==> src/rtl/fmult_seq_nch.sv <==
`timescale 1ns/1ps
// Sequenced multi-channel G.726 floating-point multiplier: each channel takes 8 cycles
// (LOAD, 6x MUL, STORE). Optional accumulator enabled by defining FMULT_ACCUM_EN.
module fmult_seq_nch #(
  parameter int NCH  = 8,
  parameter int CH_W = 4
) (
  input  logic                clk,
  input  logic                reset,
  input  logic                start,
  input  logic [16*NCH-1:0]   an_flat,
  input  logic [11*NCH-1:0]   sr_flat,
  output logic                busy,
  output logic                done,
  output logic [16*NCH-1:0]   wa_flat,
  output logic [15:0]         sum
);

  localparam int IW = (NCH > 1) ? $clog2(NCH) : 1;

  // start is a level request sampled only in IDLE (never queued); busy spans the
  // run up to the last STORE and done pulses for the single cycle after it.
  typedef enum logic [2:0] {S_IDLE, S_LOAD, S_MUL, S_STORE, S_DONE} state_t;

  state_t          state_q;
  logic [CH_W-1:0] ch_q;
  logic [2:0]      k_q;
  logic            busy_q, done_q;
  logic [15:2]     an_q [NCH];
  logic [10:0]     sr_q [NCH];
  logic [15:0]     wa_q [NCH];
  logic [4:0]      aexp_q, sexp_q, wexp_q;
  logic            carry_q;
  logic [5:0]      amant_q;
  // Bit 0 of the shift-add register is always zero, so only [12:1] (the true product) is kept.
  logic [12:1]     prod_q;

  logic [IW-1:0]   ch_idx;
  logic [15:2]     an_cur;
  logic [10:0]     sr_cur;
  logic [13:0]     an_mag;
  logic [3:0]      an_exp;
  logic [5:0]      an_mant;
  logic [6:0]      pp_sum;
  logic [12:1]     prod_d;
  logic [1:0]      ebit;
  logic [4:0]      wexp_d;
  logic [7:0]      wa_mant;
  logic [14:0]     wa_base, wa_mag;
  logic [15:0]     wa_d;
  logic            accept, store;
  logic [2*NCH-1:0] unused_an_lsbs;

  assign ch_idx = ch_q[IW-1:0];
  assign an_cur = an_q[ch_idx];
  assign sr_cur = sr_q[ch_idx];
  assign accept = (state_q == S_IDLE) && start;
  assign store  = (state_q == S_STORE);

  assign an_mag  = an_cur[15] ? (14'h0 - an_cur[15:2]) : an_cur[15:2];
  assign an_mant = (an_mag == 14'd0) ? 6'h20 : 6'({an_mag, 6'b0} >> an_exp);

  always_comb begin
    an_exp = 4'd0;
    if (an_mag >= 14'd4096) an_exp = 4'd13;
    else begin
      for (int b = 0; b < 12; b++) begin
        if (an_mag[b]) an_exp = 4'(b + 1);
      end
    end
  end

  assign pp_sum = {1'b0, amant_q[0] ? sr_cur[5:0] : 6'd0} + {1'b0, prod_q[12:7]};
  assign prod_d = {pp_sum, prod_q[6:2]};
  assign ebit   = {1'b0, aexp_q[0]} + {1'b0, sexp_q[0]} + {1'b0, carry_q};
  assign wexp_d = {ebit[0], wexp_q[4:1]};

  assign wa_mant = 8'((prod_q[12:1] + 12'd48) >> 4);
  assign wa_base = {wa_mant, 7'b0};
  assign wa_mag  = (wexp_q <= 5'd26) ? (wa_base >> (5'd26 - wexp_q))
                                     : (wa_base << (wexp_q - 5'd26));
  assign wa_d    = (an_cur[15] ^ sr_cur[10]) ? 16'(17'h10000 - {2'b0, wa_mag})
                                             : {1'b0, wa_mag};

  always_ff @(posedge clk or posedge reset) begin
    if (reset) begin
      state_q <= S_IDLE;
      ch_q    <= '0;
      k_q     <= '0;
      busy_q  <= 1'b0;
      done_q  <= 1'b0;
      aexp_q  <= '0;
      sexp_q  <= '0;
      wexp_q  <= '0;
      carry_q <= 1'b0;
      amant_q <= '0;
      prod_q  <= '0;
      for (int i = 0; i < NCH; i++) begin
        an_q[i] <= '0;
        sr_q[i] <= '0;
        wa_q[i] <= '0;
      end
    end else begin
      done_q <= 1'b0;
      case (state_q)
        S_IDLE: begin
          if (start) begin
            for (int i = 0; i < NCH; i++) begin
              an_q[i] <= an_flat[16*i+2 +: 14];
              sr_q[i] <= sr_flat[11*i +: 11];
            end
            ch_q    <= '0;
            busy_q  <= 1'b1;
            state_q <= S_LOAD;
          end
        end
        S_LOAD: begin
          aexp_q  <= {1'b0, an_exp};
          sexp_q  <= {1'b0, sr_cur[9:6]};
          amant_q <= an_mant;
          prod_q  <= '0;
          carry_q <= 1'b0;
          wexp_q  <= '0;
          k_q     <= '0;
          state_q <= S_MUL;
        end
        S_MUL: begin
          prod_q  <= prod_d;
          amant_q <= {1'b0, amant_q[5:1]};
          k_q     <= k_q + 3'd1;
          if (k_q != 3'd5) begin
            wexp_q  <= wexp_d;
            carry_q <= ebit[1];
            aexp_q  <= {1'b0, aexp_q[4:1]};
            sexp_q  <= {1'b0, sexp_q[4:1]};
          end else begin
            state_q <= S_STORE;
          end
        end
        S_STORE: begin
          wa_q[ch_idx] <= wa_d;
          if (ch_q == CH_W'(NCH - 1)) begin
            busy_q  <= 1'b0;
            done_q  <= 1'b1;
            state_q <= S_DONE;
          end else begin
            ch_q    <= ch_q + 1'b1;
            state_q <= S_LOAD;
          end
        end
        S_DONE:  state_q <= S_IDLE;
        default: state_q <= S_IDLE;
      endcase
    end
  end

  assign busy = busy_q;
  assign done = done_q;

  for (genvar i = 0; i < NCH; i++) begin : g_pack
    assign wa_flat[16*i +: 16]       = wa_q[i];
    assign unused_an_lsbs[2*i +: 2]  = an_flat[16*i +: 2];
  end

`ifdef FMULT_ACCUM_EN
  logic [15:0] sum_q;
  always_ff @(posedge clk or posedge reset) begin
    if (reset)       sum_q <= '0;
    else if (accept) sum_q <= '0;
    else if (store)  sum_q <= sum_q + wa_d;
  end
  assign sum = sum_q;
`else
  logic unused_acc;
  assign unused_acc = accept ^ store;
  assign sum = 16'h0;
`endif

endmodule
==> config.mk <==
export PLATFORM = sky130hd
export DESIGN_NAME = fmult_seq_nch
export DESIGN_NICKNAME = d
export VERILOG_FILES = /design/src/rtl/fmult_seq_nch.sv
export SDC_FILE = /design/constraint.sdc
export NUM_CORES = 1
export LEC_CHECK = 0
export ABC_AREA = 1
export CAP_MARGIN = 5
export CORE_MARGIN = 10
export CORE_UTILIZATION = 52
export CTS_CLUSTER_DIAMETER = 150
export DETAILED_ROUTE_END_ITERATION = 6
export PLACE_DENSITY = 0.84
export SETUP_SLACK_MARGIN = 0.1
export SLEW_MARGIN = 20
export SYNTH_ARGS = -nofsm -noshare
export SYNTH_HDL_FRONTEND = slang
export SYNTH_SLANG_ARGS = --single-unit
==> constraint.sdc <==
create_clock -name clk -period 14.3 [get_ports clk]
set_input_delay 2.86 -clock clk [delete_from_list [all_inputs] [get_ports clk]]
set_output_delay 2.86 -clock clk [all_outputs]
set_load 0.03 [all_outputs]
==> qor.yml <==
run_status:
  status: "completed"
sta:
  rsz0062_at_grt: "false"
  max_freq_mhz: 177.7
  final_max_slew_viol_count: 0
  whs_ps: 475.9
  finalCriticalPeriod_ps: 5628
  slew_headroom_pct: 31.20
  tightest_slew_ps: 1032
  fin_ws_ps: 8672
  finalClockSkew_ps: 29.86
  fin_tns_setup_ps: 0
  setup_viol: 0
  min_period_over_period_pct: 39.36
  final_hold_viol_count: 0
detailed_routing:
  first_iter_violations: 1675
  routed_wl_mm: 55.28
  drtPass1Iterations: 7
  vias: 17100
  drc: 0
  ant_nets: 0
  via_per_inst: 5.457
  wl_per_cell_um: 17.64
global_routing:
  gr-usage-all-layers_pct: 24.68
  antenna_found_initial: 2
  grt_pass1_wl_mm: 88.80
  grt_pass1_vias: 16860
  grt_max_degree: 161
  gr-total-overflow: 0
worst_setup_path:
  cp_slowest_cell: "inv_6"
  critPathArrivalTime_ps: 6090
  max_stage_delay_ps: 900
  cp-end-kind: "register"
  cp_max_fo: 160
  critPathKind: "in -> reg"
  worstPathCellList: "clkdlybuf4s50_1 -> nand3_4 -> inv_6 -> buf_4 -> nand2_1 -> o21ai_0"
  crit_buf_inv: 3
  cp.required_ps: 14760
  cp_top_family: "buffers and inverters"
  critPathLaunchType: "input pin"
clocking:
  ctsHoldBuffers: 0
  clk_pin_slew_ps: 60
  cts.sink_count: 368
  clk_latency_ps: 560
  cts_buffer_depth: 3
  cts_resized: 0
  cts_max_level: 2
  root_buffer: "clkbuf_16"
  post_cts_buffers: 0
  cts_buffers: 39
  tritoncts: "built"
yosys:
  synth_top_cell_by_area: "dfrtp_1"
  ys_async_sr_fraction_pct: 100.0
  synth.area.top_cells: "dfrtp_1 50%, nand2_1 19%, o21ai_0 6.5%"
  avgSynthCellArea_um2: 7.698
  synth-edff-count: 0
  yosysSeqAreaShare_pct: 50.45
  synth_seq_cells: 368
  netlist_area_mm2: 0.01825
  ys_warn_count: 0
  yosysTopAreaCellShare_pct: 50.45
  synthesis.instances: 2371
  yosysUniqueCellTypes: 51
  synth_ff_type: "dfrtp_1"
pwr:
  peakVddDrop_v: 0.0001333
  swShare_pct: 45.26
  finalPower_mw: 4.981
  power.switching_mw: 2.254
  pwr_density_cell_mw_per_mm2: 216.7
  power_frac_comb_pct: 47.7
  internal_power_mw: 2.727
  p_leak_nw: 11.28
  seqPwrFrac_pct: 32.3
  clockPowerShare_pct: 20.0
layout:
  drive_above_1_share_pct: 5.381
  layout_common_cells: "932 x nand2_1, 367 x dfrtp_1, 332 x clkdlybuf4s50_1, 238 x o21ai_0, 165 x inv_1"
  layout.nets: 2885
  layout_commonest_cell: "nand2_1"
  stdcell_count: 3133
  nFillCells: 2793
  area_growth_pct: 25.93
floorplan:
  die_x_um: 207.4
  io_pins: 365
  rows: 68
  core_area_mm2: 0.03463
  dieArea_mm2: 0.04299
  start_util_pct: 52.71
  die_h_um: 207.4
placement:
  numPortBuffers: 332
  gp_congestion: 0.8930
  dp_slack_ps: 8150
  dp.cells: 3060
  hpwlAfterDp_mm: 39.24
job:
  cap_violations: 0
worst_hold_path:
  hold_path_class: "reg -> reg"
## per-stage QoR
stage                     util [%]  instance area [um2]
after CTS                    66.35                22980
final                        66.38                22990
after global routing         66.38                22990
after global placement       62.68                21700
after floorplan                  -                18310
after detailed placement     62.68                21700
## cell families (layout without fill, tap and decap cells)
family	count (synthesis)	after routing	share of synthesized area [%]
adder cells (fa/ha/maj)	20	20	1.453
XOR/XNOR	21	21	1.131
buffers and inverters	314	604	7.218
multiplexers	1	1	0.05484
other	1	18	0.02055
AND/OR/NAND/NOR	1294	1294	28.93
flip-flops	368	368	50.45
AO/OA/AOI/OAI	352	352	10.73
## final timing paths
check / cells past startpoint / slack, ps / endpoint / from
hold / removal: 2 / 480 / sr_q[45] / sr_q[45]
setup reg to reg: 11 / 9630 / wa_flat[117] / ch_q[0]
max in group asynchronous: 4 / 9190 / ch_q[0] / reset
setup / recovery: 6 / 8670 / sr_q[50] / start
hold reg to reg: 2 / 480 / sr_q[45] / sr_q[45]
min in group asynchronous: 2 / 2900 / wa_flat[4] / reset
## cell type report
type | instances | area, um2 | share of cell area, %
Multi-Input combinational cell | 1704 | 7795 | 33.91
Inverter | 191 | 729.5 | 3.173
Antenna cell | 2 | 5.005 | 0.02177
Clock inverter | 14 | 128.9 | 0.5607
Clock buffer | 57 | 1144 | 4.975
Tap cell | 455 | 569.3 | 2.477
Timing Repair Buffer | 342 | 3402 | 14.80
Sequential cell | 368 | 9213 | 40.08
## metal layers
metal | track usage (%) | up-vias | routed length (um) | part of all wire [%]
li1 | - | 8068 | - | -
met1 | 32.33 | 8159 | 23060 | 42
met2 | 39.63 | 773 | 25830 | 47
met3 | 5.942 | 96 | 5007 | 9.1
met4 | 7.752 | 0 | 1381 | 2.5
met5 | 0 | - | 0 | 0
## Yosys cell counts, types with 4 or more instances
library cell / instances
dfrtp_1: 368
xnor2_1: 4
nand3_2: 4
xor2_1: 14
o22ai_1: 15
nor2_4: 4
clkbuf_1: 83
buf_4: 22
nand3b_1: 5
nor3_1: 6
nand2_1: 932
nand2_2: 16
nor2_2: 10
clkinv_1: 4
o21ai_1: 14
ha_1: 18
nand4_1: 10
nor2_1: 141
buf_6: 6
nand3_1: 156
o221ai_1: 4
o21ai_0: 238
a41oi_1: 6
a21oi_1: 28
inv_2: 19
inv_1: 168
buf_2: 9
o211ai_1: 30
## flip-flops by register name, summed over array words and instances, names as in the netlist
signal	count
state_q	3
done	1
sr_q	88
busy	1
k_q	3
an_q	112
prod_q	8
carry_q	1
sexp_q	4
ch_q	4
amant_q	6
wexp_q	5
aexp_q	4
wa_flat	128
## power groups by stage
| stage | registers, mW | clock network, mW | logic, mW |
|---|---|---|---|
| 6_report | 1.61 | 0.999 | 2.38 |
| 4_1_cts | 1.60 | 1.00 | 2.36 |
| 5_1_grt | 1.64 | 1.05 | 2.68 |
| 3_5_place_dp | 1.62 | 0 | 2.34 |
| 2_1_floorplan | 1.66 | 0 | 1.67 |
| 3_3_place_gp | 1.60 | 0 | 2.29 |
## tightest hold or removal path: stages, from the launching register on
cell     delay (ps)
dfrtp_1         340
nand2_1          60
nand2_1          50
No activity file was read; power rests on OpenSTA's default activity.
